<file path="src/rtl/parity_frame_tx.sv">
// Serial frame transmitter: start bit, 8 data bits LSB first, even/odd parity, stop bit.
// Every bit lasts CLKS_PER_BIT cycles. Legal values for CLKS_PER_BIT are 2..255.
module parity_frame_tx #(
  parameter int CLKS_PER_BIT = 4
) (
  input  logic       clk,
  input  logic       rst_n,
  input  logic [7:0] in_data,
  input  logic       in_valid,
  input  logic       in_odd,
  output logic       in_ready,
  output logic       tx,
  output logic       busy,
  output logic       done,
  output logic [7:0] frame_cnt
);

  typedef enum logic [2:0] {
    IDLE   = 3'd0,
    START  = 3'd1,
    DATA   = 3'd2,
    PARITY = 3'd3,
    STOP   = 3'd4
  } state_t;

  localparam logic [7:0] BIT_LAST = 8'(CLKS_PER_BIT - 1);

  state_t     state;
  logic [7:0] bit_cnt;
  logic [2:0] bit_idx;
  logic [7:0] data_q;
  logic       par_q;

  assign busy = ~in_ready;

  always_ff @(posedge clk or negedge rst_n) begin
    if (!rst_n) begin
      state     <= IDLE;
      tx        <= 1'b1;
      in_ready  <= 1'b1;
      done      <= 1'b0;
      frame_cnt <= 8'd0;
      bit_cnt   <= 8'd0;
      bit_idx   <= 3'd0;
      data_q    <= 8'd0;
      par_q     <= 1'b0;
    end else begin
      done <= 1'b0;
      case (state)
        IDLE: begin
          tx       <= 1'b1;
          in_ready <= 1'b1;
          if (in_valid && in_ready) begin
            state    <= START;
            tx       <= 1'b0;
            in_ready <= 1'b0;
            data_q   <= in_data;
            // Parity is fixed at accept so later input changes cannot leak in.
            par_q    <= (^in_data) ^ in_odd;
            bit_cnt  <= BIT_LAST;
            bit_idx  <= 3'd0;
          end
        end
        START: begin
          if (bit_cnt == 8'd0) begin
            state   <= DATA;
            tx      <= data_q[0];
            bit_cnt <= BIT_LAST;
            bit_idx <= 3'd0;
          end else begin
            bit_cnt <= bit_cnt - 8'd1;
          end
        end
        DATA: begin
          if (bit_cnt == 8'd0) begin
            bit_cnt <= BIT_LAST;
            if (bit_idx == 3'd7) begin
              state <= PARITY;
              tx    <= par_q;
            end else begin
              bit_idx <= bit_idx + 3'd1;
              tx      <= data_q[bit_idx + 3'd1];
            end
          end else begin
            bit_cnt <= bit_cnt - 8'd1;
          end
        end
        PARITY: begin
          if (bit_cnt == 8'd0) begin
            state   <= STOP;
            tx      <= 1'b1;
            bit_cnt <= BIT_LAST;
          end else begin
            bit_cnt <= bit_cnt - 8'd1;
          end
        end
        STOP: begin
          if (bit_cnt == 8'd0) begin
            state     <= IDLE;
            tx        <= 1'b1;
            in_ready  <= 1'b1;
            done      <= 1'b1;
            frame_cnt <= frame_cnt + 8'd1;
          end else begin
            bit_cnt <= bit_cnt - 8'd1;
          end
        end
        default: begin
          // Unused encodings fall back to a quiet idle line.
          state    <= IDLE;
          tx       <= 1'b1;
          in_ready <= 1'b1;
          bit_cnt  <= 8'd0;
          bit_idx  <= 3'd0;
        end
      endcase
    end
  end

endmodule
</file>
<file path="config.mk">
export PLATFORM = sky130hd
export DESIGN_NAME = parity_frame_tx
export DESIGN_NICKNAME = d
export VERILOG_FILES = /design/src/rtl/parity_frame_tx.sv
export SDC_FILE = /design/constraint.sdc
export NUM_CORES = 1
export LEC_CHECK = 0
export BUFFER_PORTS_ARGS = -buffer_cell sky130_fd_sc_hd__buf_2
export CAP_MARGIN = 10
export CORE_ASPECT_RATIO = 0.9
export CORE_MARGIN = 8
export CORE_UTILIZATION = 60
export CTS_BUF_LIST = sky130_fd_sc_hd__clkbuf_4
export DETAILED_ROUTE_END_ITERATION = 12
export GPL_TIMING_DRIVEN = 0
export PLACE_DENSITY = 0.82
export SLEW_MARGIN = 10
export SYNTH_ARGS = -nofsm -noshare
export SYNTH_HDL_FRONTEND = slang
export SYNTH_SLANG_ARGS = --single-unit
</file>
<file path="constraint.sdc">
create_clock -name clk -period 3.2 [get_ports clk]
set_input_delay 0.16 -clock clk [delete_from_list [all_inputs] [get_ports clk]]
set_output_delay 0.16 -clock clk [all_outputs]
set_load 0.02 [all_outputs]
</file>
==> summary.md <==
| Metric | Value |
|---|---|
| Outcome | `finished clean` |
| Total Die Area | `~5400 µm²` |
| Worst Setup Slack, final | `1.14 ns` |
| Iter 0 DRT Violations | `just over 100` |
| Initial antenna violation count | `0` |
| Core outline area | `a little over 3000 µm²` |
| Area added between synthesis and finish | `11.5%` |
| Final wirelength | `approximately 4.3 mm` |
| Yosys warning total | `0` |
| Highest metal layer with signal wires | `met4` |
| Leak Pwr | `approximately 0.97 nW` |
| Post-Route Skew | `between 0.008 and 0.009 ns` |
| Detailed-route wire length per cell | `between 15 and 20 µm` |
| Dpl cells | `between 200 and 250` |
| Kind of end point of the critical path | `flip-flop` |
| RSZ-0062 raised after global routing | `false` |
| Sequential power share | `0.439` |
| Yosys top cell by area | `sky130_fd_sc_hd__dfrtp_1` |
| Via count of the first global-routing pass | `about 1600` |
| Post-route fraction of the period consumed by the critical path | `0.643` |
| VDD IR max | `around 400 µV` |
| Number of antenna diodes | `0` |
| Die height | `between 70 and 80 µm` |
| Library cell with the highest instance count after synthesis | `sky130_fd_sc_hd__dfrtp_1` |
| Power, Total | `around 1.6 mW` |
| Power per unit of standard cell area | `729 nW/µm²` |
| Proportion of synthesized flip-flops having asynchronous set or reset | `1.00` |
| Mapped cell area | `between 1500 and 2000 µm²` |
| Depth of the CTS H-tree | `2` |
| Yosys cell types | `45` |
| Half-perimeter wire length after detailed placement | `roughly 3.2 mm` |
| # Post-CTS Setup Buffers | `0` |
| Post-Syn Nets | `200` |
| Time the final worst path needs with I/O delays and setup | `around 2.1 ns` |
| Wire length on met3 | `231 µm` |
| Hold violation count in the final report | `0` |
| Yosys top cell area share | `0.408` |
| Worst hold path class | `input port to flip-flop` |
| Most numerous cell types in the synthesized netlist | `32 x sky130_fd_sc_hd__dfrtp_1, 16 x sky130_fd_sc_hd__xnor2_1, 13 x sky130_fd_sc_hd__nand2_1, 12 x sky130_fd_sc_hd__a21oi_1, 11 x sky130_fd_sc_hd__nor2_1` |
| First-pass detailed-route iteration total | `4` |
| Wire length of the first global-routing pass | `roughly 7.5 mm` |
| Final count of negative-setup-slack endpoints | `0` |
| Crit path required time | `between 3 and 4 ns` |
| Number of register bits inferred by synthesis | `34` |
| Post-placement setup slack | `1.18 ns` |
| Overall fraction of global-route tracks in use | `0.171` |
| Latest clock arrival within the worst-skew pair | `0.34 ns` |
| EDFF count, synth | `0` |
| Number of clock buffers inserted by TritonCTS | `5` |
| Finished layout cell area | `2190 µm²` |
| Num Clock Sinks | `34` |
| Number of nets in the layout | `approximately 230` |
| Share of total power in the clock network | `0.146` |
| TritonCTS clock tree | `done` |
| Routed vias | `1548` |
| Logic pwr share | `0.416` |
| Kind of launch point of the worst setup path | `flip-flop` |
| Number of cells produced by synthesis | `183` |
| Setup_tns | `0 ns` |
| Overall overflow remaining after global route | `0` |
| Critical path class | `flip-flop to flip-flop` |
| Hold slack final | `between 0.07 and 0.08 ns` |
| GPL Wtd Cong | `0.830` |
| Post-Synthesis Mean Instance Area | `~11 µm²` |
| Instance area at placement | `2130 µm²` |
| Count of instances resized after the clock tree is built | `0` |
| Fin cells | `256` |
| Slew @ Worst Pin | `about 0.75 ns` |
| Max-cap viol count | `0` |
| DIE WIDTH | `76.3 µm` |
| Worst slew slack as a fraction of its limit | `0.502` |
| Critical path arrival | `about 2.3 ns` |
| Port buffer count | `23` |
| Routed length on met1 | `about 1.9 mm` |
| Peak clock frequency supported by timing | `around 0.49 GHz` |
| Dominant cells by area after synthesis | `sky130_fd_sc_hd__dfrtp_1 41%, sky130_fd_sc_hd__xnor2_1 7.1%, sky130_fd_sc_hd__mux2_2 5.7%` |
| Layout cells sized above 1 | `0.266` |
| Internal power | `between 0.9 and 1 mW` |
| Final core utilization | `0.708` |
| Sw Pwr | `between 0.6 and 0.7 mW` |
| Pin count of the biggest net entering global routing | `35` |
| I/O pin total | `24` |
| Wire length on met2 | `about 2.1 mm` |
| Part of the Yosys area used for sequential elements | `0.435` |
| Initial Util | `0.635` |
| Maximum fanout along the worst path | `4` |
| Final Max Tran Viols | `0` |
| Vias per Instance | `between 6 and 7` |
| Clock Path Buffers | `2` |
| Root buf cell | `sky130_fd_sc_hd__clkbuf_4` |
| Switching fraction of total power | `0.394` |
| Clock transition at the registers of the reported paths | `0.10 ns` |
| Count of nets left with antenna violations after detail routing | `0` |
| # rows | `19` |
| Residual DRC | `0` |
| Most used DFF post-synth | `sky130_fd_sc_hd__dfrtp_1` |
## cells in the final DEF, fill, tap and decap left out, types with 6 or more instances in the layout
cell type	Yosys	routed
sky130_fd_sc_hd__buf_2	2	25
sky130_fd_sc_hd__mux2_2	10	10
sky130_fd_sc_hd__nand2_1	13	13
sky130_fd_sc_hd__nor2_1	11	11
sky130_fd_sc_hd__and3_1	6	6
sky130_fd_sc_hd__a21oi_1	12	12
sky130_fd_sc_hd__nor3_1	8	8
sky130_fd_sc_hd__clkbuf_4	0	6
sky130_fd_sc_hd__xnor2_1	16	16
sky130_fd_sc_hd__dfrtp_1	32	32
sky130_fd_sc_hd__inv_1	6	6
sky130_fd_sc_hd__xor2_1	6	6
## repair_timing
item / 4_1_cts / 5_1_grt
hold buffers: 1 / 0
endpoints found under the hold margin: 32 / 0
endpoints found under the setup margin: 0 / 0
## logic make-up after synthesis
| logic type | share of synthesized area |
|---|---|
| AND/OR/NAND/NOR | 0.170 |
| flip-flops | 0.435 |
| buffers and inverters | 0.0319 |
| AO/OA/AOI/OAI | 0.128 |
| adder cells (fa/ha/maj) | 0.0319 |
| multiplexers | 0.106 |
| XOR/XNOR | 0.0982 |
## final timing paths
path	startpoint	to	slack (ns)	depth (start not counted)
hold reg to reg	frame_cnt[7]	frame_cnt[7]	0.49	1
min in group asynchronous	rst_n	bit_idx[2]	0.41	2
setup / recovery	bit_cnt[0]	bit_cnt[6]	1.14	7
setup reg to reg	bit_cnt[0]	bit_cnt[6]	1.14	7
hold / removal	in_data[5]	data_q[5]	0.07	2
max in group asynchronous	rst_n	bit_cnt[5]	2.31	2
## cell type report
| class | instances | area, µm² |
|---|---|---|
| Buffer | 6 | 40.0 |
| Clock buffer | 6 | 45.0 |
| Clock inverter | 1 | 3.75 |
| Fill cell | 248 | 902 |
| Inverter | 6 | 22.5 |
| Multi-Input combinational cell | 137 | 1050 |
| Sequential cell | 34 | 853 |
| Tap cell | 42 | 52.6 |
| Timing Repair Buffer | 24 | 125 |
## worst max-delay path, stage by stage (launching register included)
cell and delay [ns]:
sky130_fd_sc_hd__dfrtp_1 0.43, sky130_fd_sc_hd__inv_1 0.14, sky130_fd_sc_hd__ha_1 0.21, sky130_fd_sc_hd__or3b_4 0.41, sky130_fd_sc_hd__or3_4 0.36, sky130_fd_sc_hd__o21a_1 0.20
sky130_fd_sc_hd__o211ai_2 0.12, sky130_fd_sc_hd__o21ai_1 0.08
## registers in the layout, summed over array words and instances, names as in the netlist
signal	cells
frame_cnt	8
par_q	1
data_q	8
done	1
bit_idx	3
bit_cnt	8
tx	1
state	3
in_ready	1
## metal layers
metal	vias to the layer above	global-route usage
met5	-	0
met4	0	0.0874
met3	5	0.0384
met2	48	0.292
met1	768	0.196
li1	727	-
## power groups by stage
stage	clock network [mW]	logic [mW]	registers, mW
final	0.232	0.663	0.700
after global routing	0.257	0.730	0.714
after CTS	0.236	0.664	0.698
after detailed placement	0	0.660	0.708
after global placement	0	0.618	0.696
after floorplan	0	0.514	0.687
Power figures use the tool's default switching activity.
